<file path="src/rtl/fifo_pkg.sv">
// Shared definitions for the FIFO family: read-mode encodings and the
// wrap-around pointer increment used by every FIFO variant.
package fifo_pkg;

    localparam int FIFO_MODE_STD  = 0;
    localparam int FIFO_MODE_FWFT = 1;

    // Depth need not be a power of two, so the wrap is an explicit compare.
    function automatic int unsigned ptrIncr(input int unsigned ptr, input int unsigned depth);
        if (ptr >= depth - 1) begin
            return 0;
        end
        return ptr + 1;
    endfunction

endpackage

</file>
<file path="src/rtl/fifo_ram.sv">
// Depth x DataSize storage array with one synchronous write port and one
// asynchronous read port; contents are never reset.
module fifo_ram #(
    parameter int DataSize  = 8,
    parameter int Depth     = 16,
    parameter int AddrWidth = $clog2(Depth)
) (
    input  logic                 clk_i,
    input  logic                 wrEn_i,
    input  logic [AddrWidth-1:0] wrAddr_i,
    input  logic [DataSize-1:0]  wrData_i,
    input  logic [AddrWidth-1:0] rdAddr_i,
    output logic [DataSize-1:0]  rdData_o
);

    logic [DataSize-1:0] mem_q [Depth];

    always_ff @(posedge clk_i) begin
        if (wrEn_i) begin
            mem_q[wrAddr_i] <= wrData_i;
        end
    end

    assign rdData_o = mem_q[rdAddr_i];

endmodule

</file>
<file path="src/rtl/synchronous_fifo.sv">
// Single-clock FIFO with arbitrary depth, standard or first-word-fall-through
// read mode, occupancy count, almost flags and sticky error flags.
module synchronous_fifo
    import fifo_pkg::*;
#(
    parameter int DataSize          = 8,
    parameter int Depth             = 16,
    parameter int AlmostFullThresh  = Depth - 2,
    parameter int AlmostEmptyThresh = 2,
    parameter int Mode              = FIFO_MODE_STD,
    parameter int CntWidth          = $clog2(Depth + 1)
) (
    input  logic                clk,
    input  logic                reset,
    input  logic                Push,
    input  logic [DataSize-1:0] DataIn,
    input  logic                Pop,
    output logic [DataSize-1:0] DataOut,
    output logic                DataValid,
    output logic                full,
    output logic                empty,
    output logic                AlmostFull,
    output logic                AlmostEmpty,
    output logic [CntWidth-1:0] Count,
    output logic                Overflow,
    output logic                Underflow,
    input  logic                ClearErr
);

    localparam int PtrWidth = $clog2(Depth);
    localparam logic [CntWidth-1:0] DepthCnt = CntWidth'(Depth);
    localparam logic [CntWidth-1:0] AfThresh = CntWidth'(AlmostFullThresh);
    localparam logic [CntWidth-1:0] AeThresh = CntWidth'(AlmostEmptyThresh);

    logic [PtrWidth-1:0] wrPtr_q, wrPtr_d;
    logic [PtrWidth-1:0] rdPtr_q, rdPtr_d;
    logic [CntWidth-1:0] count_q, count_d;
    logic                overflow_q, overflow_d;
    logic                underflow_q, underflow_d;
    logic [DataSize-1:0] dataOut_q, dataOut_d;
    logic                dataValid_q, dataValid_d;
    logic [DataSize-1:0] ramRdData;
    logic                isFull, isEmpty, pushAcc, popAcc;

    // Flags come only from the count register, never from Push/Pop.
    assign isFull  = (count_q == DepthCnt);
    assign isEmpty = (count_q == '0);
    assign popAcc  = Pop && !isEmpty;
    assign pushAcc = Push && (!isFull || popAcc);

    always_comb begin
        wrPtr_d     = wrPtr_q;
        rdPtr_d     = rdPtr_q;
        count_d     = count_q;
        overflow_d  = overflow_q;
        underflow_d = underflow_q;
        dataOut_d   = dataOut_q;
        dataValid_d = popAcc;

        if (pushAcc) begin
            wrPtr_d = PtrWidth'(ptrIncr(32'(wrPtr_q), Depth));
        end
        if (popAcc) begin
            rdPtr_d   = PtrWidth'(ptrIncr(32'(rdPtr_q), Depth));
            dataOut_d = ramRdData;
        end

        case ({pushAcc, popAcc})
            2'b10:   count_d = count_q + CntWidth'(1);
            2'b01:   count_d = count_q - CntWidth'(1);
            default: count_d = count_q;
        endcase

        // A new error in the same cycle as ClearErr keeps the flag set.
        if (Push && !pushAcc) begin
            overflow_d = 1'b1;
        end else if (ClearErr) begin
            overflow_d = 1'b0;
        end
        if (Pop && isEmpty) begin
            underflow_d = 1'b1;
        end else if (ClearErr) begin
            underflow_d = 1'b0;
        end
    end

    always_ff @(posedge clk) begin
        if (reset) begin
            wrPtr_q     <= '0;
            rdPtr_q     <= '0;
            count_q     <= '0;
            overflow_q  <= 1'b0;
            underflow_q <= 1'b0;
            dataOut_q   <= '0;
            dataValid_q <= 1'b0;
        end else begin
            wrPtr_q     <= wrPtr_d;
            rdPtr_q     <= rdPtr_d;
            count_q     <= count_d;
            overflow_q  <= overflow_d;
            underflow_q <= underflow_d;
            dataOut_q   <= dataOut_d;
            dataValid_q <= dataValid_d;
        end
    end

    fifo_ram #(
        .DataSize (DataSize),
        .Depth    (Depth)
    ) u_ram (
        .clk_i    (clk),
        .wrEn_i   (pushAcc && !reset),
        .wrAddr_i (wrPtr_q),
        .wrData_i (DataIn),
        .rdAddr_i (rdPtr_q),
        .rdData_o (ramRdData)
    );

    // FWFT shows the head entry directly; it reads as zero while empty.
    generate
        if (Mode == FIFO_MODE_FWFT) begin : g_fwft
            assign DataOut   = isEmpty ? '0 : ramRdData;
            assign DataValid = !isEmpty;
        end else begin : g_std
            assign DataOut   = dataOut_q;
            assign DataValid = dataValid_q;
        end
    endgenerate

    assign full        = isFull;
    assign empty       = isEmpty;
    assign AlmostFull  = (count_q >= AfThresh);
    assign AlmostEmpty = (count_q <= AeThresh);
    assign Count       = count_q;
    assign Overflow    = overflow_q;
    assign Underflow   = underflow_q;

endmodule

</file>
<file path="config.mk">
export PLATFORM = sky130hd
export DESIGN_NAME = synchronous_fifo
export DESIGN_NICKNAME = d
export VERILOG_FILES = /design/src/rtl/fifo_pkg.sv /design/src/rtl/fifo_ram.sv /design/src/rtl/synchronous_fifo.sv
export SDC_FILE = /design/constraint.sdc
export NUM_CORES = 1
export LEC_CHECK = 0
export ABC_AREA = 1
export BUFFER_PORTS_ARGS = -buffer_cell sky130_fd_sc_hd__buf_2
export CAP_MARGIN = 20
export CORE_MARGIN = 5
export CORE_UTILIZATION = 42
export DETAILED_ROUTE_END_ITERATION = 10
export SKIP_LAST_GASP = 1
export SLEW_MARGIN = 20
export SYNTH_ARGS = -nofsm -noshare
export SYNTH_HDL_FRONTEND = slang
export SYNTH_HIERARCHICAL = 1
export SYNTH_SLANG_ARGS = --single-unit
</file>
<file path="constraint.sdc">
create_clock -name clk -period 3.3 [get_ports clk]
set_input_delay 0 -clock clk [delete_from_list [all_inputs] [get_ports clk]]
set_output_delay 0 -clock clk [all_outputs]
set_load 0.02 [all_outputs]
</file>
==> impl_metrics.yaml <==
die:
  die_h_um: 137.1
  dieArea_um2: 18790
  core_um2: 15890
  initial_core_util_pct: 42.69
  io_pins: 33
  die_w_um: 137.1
  num_rows: 46
drt:
  wl_per_cell_um: 16.58
  avgViaCountPerCell: 4.927
  firstDrtPassIters: 5
  drtIter0Drc: 311
  drc: 0
  wl_met3_mm: 1.075
  wl_met1_mm: 6.617
  wirelength_mm: 15.89
  vias: 4720
  ant_nets: 0
  highest_layer: "met4"
  wl_met2_mm: 7.920
sta:
  setup_viol: 0
  finalClockSkew_ns: 0.009173
  fin_crit_ns: 2.594
  finalMaxSlewViolations: 0
  fin_tns_setup_ns: 0
  finalHoldViolCount: 0
  slew_headroom_pct: 49.85
  fmax_mhz: 385.4
  rsz0062_at_grt: "no"
  fin_crit_sh_pct: 78.62
  tightest_slew_ns: 0.7494
setup_path:
  crit_type: "reg2reg"
  end_kind: "flip-flop"
  path_depth: 8
  worst-path-buf-inv: 1
  startpoint: "Count[0]"
  critPathLaunchType: "flip-flop"
  path_max_fanout: 8
  reg2reg_from: "Count[0]"
  endpoint: "u_ram/mem_q[13][5]"
  cp.arrival_ns: 2.63
  r2r-end: "u_ram/mem_q[13][5]"
  rr_worst_depth: 8
  critical_path_required_ns: 3.34
  crit_path_cell_trace: "nor2_4, nand3_2, nor2_2, nor2_2, inv_2, nor2_1, nand3_1, nor2_1"
  critPathMaxStageDelay_ns: 0.63
  r2r_slack_ns: 0.71
  cpMaxStageDelayCell: "nor2_1"
  critPathTopFamily: "simple AND/OR/NAND/NOR gates"
clock_tree:
  tritoncts: "done"
  clk_latency_ns: 0.41
  cts_buffers: 17
  clk_pin_slew_worst_paths_ns: 0.06
  clock_path_buffers: 2
  clkSinkCount: 152
  post_cts_buffers: 0
  cts-root-buf: "clkbuf_16"
  htree_levels: 4
grt:
  grt_pass1_wl_mm: 24.38
  grt_start_max_net_pins: 69
  gr-total-overflow: 0
  antenna_found_initial: 0
  grt_pass1_vias: 4573
  grt_usage_pct: 17.81
cells_and_area:
  final_layout_size_suffix_gt1_share_pct: 11.19
  area_growth_pct: 13.36
  final_common_cell: "nand2_1"
  final_cell_mix: "nand2_1, edfxtp_1, inv_1, nand3_1, nor2_1"
  insertedDiodeCount: 0
  fin_nets: 748
  fin_util_pct: 48.39
synth:
  synth_cell_types: 29
  netlist_area_um2: 6782
  ys_seq_elements: 152
  avgSynthCellArea_um2: 9.730
  syn_inst: 697
  synth_seq_area_share_pct: 63.76
  yosys_warnings: 6
  synth_nets: 716
run:
  cap_violations: 0
hold_path:
  min_path_type: "in2reg"
  hp-start: "DataIn[4]"
placement:
  place_hpwl_mm: 10.28
  place_congestion: 0.9235
  port_buffers: 32
outcome:
  status: "completed"
power_and_ir_drop:
  vdd_ir_drop_max_mv: 0.4113
  cellPowerDensity_nw_per_um2: 715.3
  leakage_nw: 3.324
==> synthesized netlist by cell type <==
cell type / count / area [um2]
xnor2_1: 1 / 8.760
edfxtp_1: 128 / 3844
o31ai_1: 1 / 7.510
a211oi_2: 1 / 12.51
clkinv_2: 1 / 5.000
buf_1: 2 / 7.510
nor2_1: 51 / 191.4
nand3b_1: 3 / 22.52
buf_2: 13 / 65.06
a21oi_1: 8 / 40.04
buf_6: 7 / 78.83
o21ai_0: 15 / 75.07
inv_1: 114 / 427.9
clkbuf_2: 1 / 5.000
inv_2: 3 / 11.26
nand3_2: 3 / 30.03
fa_1: 1 / 20.02
xor2_1: 2 / 17.52
buf_4: 4 / 30.03
dfxtp_1: 24 / 480.5
inv_4: 1 / 6.260
nand2_1: 191 / 716.9
nor3_1: 2 / 10.01
nor2_4: 2 / 22.52
ha_1: 5 / 62.56
nand2_2: 2 / 12.51
nor2_2: 2 / 12.51
nand3_1: 107 / 535.5
nand2_4: 2 / 22.52
==> report_power, final <==
part / switching, mW / total, mW / internal, mW
sequential: 0.0741 / 2.24 / 2.17
combinational: 0.985 / 1.38 / 0.396
clock: 0.709 / 1.87 / 1.16
total: 1.77 / 5.50 / 3.73
==> metal layers <==
| layer | track usage [%] | vias to the layer above |
|---|---|---|
| met5 | 0 | - |
| li1 | - | 2305 |
| met2 | 29.56 | 133 |
| met4 | 6.430 | 0 |
| met1 | 22.55 | 2260 |
| met3 | 4.596 | 22 |
==> layout make-up <==
class	instances	area, um2
clock buffer	27	560.5
multi-input combinational	399	1821
clock inverter	5	30.03
fill	1479	8198
inverter	119	450.4
sequential	152	4325
tap	216	270.3
timing repair buffer	40	230.2
==> how the worst min path moves through the flow <==
| stage | cells past startpoint | slack (ns) | endpoint |
|---|---|---|---|
| 3_3_place_gp | 4 | 0.26 | Underflow |
| 6_report | 1 | 0.02 | u_ram/mem_q[10][4] |
| 4_1_cts | 4 | 0.03 | rdPtr_q[0] |
| 5_1_grt | 1 | 0.04 | u_ram/mem_q[10][0] |
| 2_1_floorplan | 1 | 0.07 | Overflow |
| 3_5_place_dp | 2 | 0.30 | Overflow |
==> registers in the layout, summed over array words and instances (netlist names) <==
signal,flops
Count,5
DataOut,8
DataValid,1
Overflow,1
Underflow,1
rdPtr_q,4
u_ram/mem_q,128
wrPtr_q,4
==> cells by family (layout without fill, tap and decap cells) <==
| logic type | Yosys count | count (layout) | share of synthesized area, % |
|---|---|---|---|
| and+or+nand+nor | 365 | 365 | 23.25 |
| DFF | 152 | 152 | 63.76 |
| buffers and inverters | 146 | 191 | 9.391 |
| AOI/OAI and AO/OA | 25 | 25 | 1.993 |
| adders and majority gates | 6 | 6 | 1.218 |
| xor gates and xnor gates | 3 | 3 | 0.3875 |
==> through the flow <==
step	worst slack (ns)	std cells	power [mW]	hold WS (ns)	instance area [um2]
5_1_grt	0.5611	958	5.783	0.03826	7687
3_3_place_gp	0.7865	922	3.627	0.2649	7057
2_1_floorplan	1.191	697	3.286	0.06907	6782
3_5_place_dp	0.7253	922	3.642	0.2979	7057
4_1_cts	0.6999	958	5.520	0.03302	7687
6_report	0.7056	958	5.499	0.02347	7687
==> repair_timing <==
item / in CTS / in global routing
hold buffers: 4 / 0
endpoints found under the hold margin: 5 / 0
resized for setup: 0 / 0
==> worst register-to-register path, delay by kind of cell (launching register included) <==
family / cells / cell delay, ns
simple gates: 7 / 1.65
flops: 1 / 0.49
buf+inv: 1 / 0.09
No activity file was read; power rests on OpenSTA's default activity.
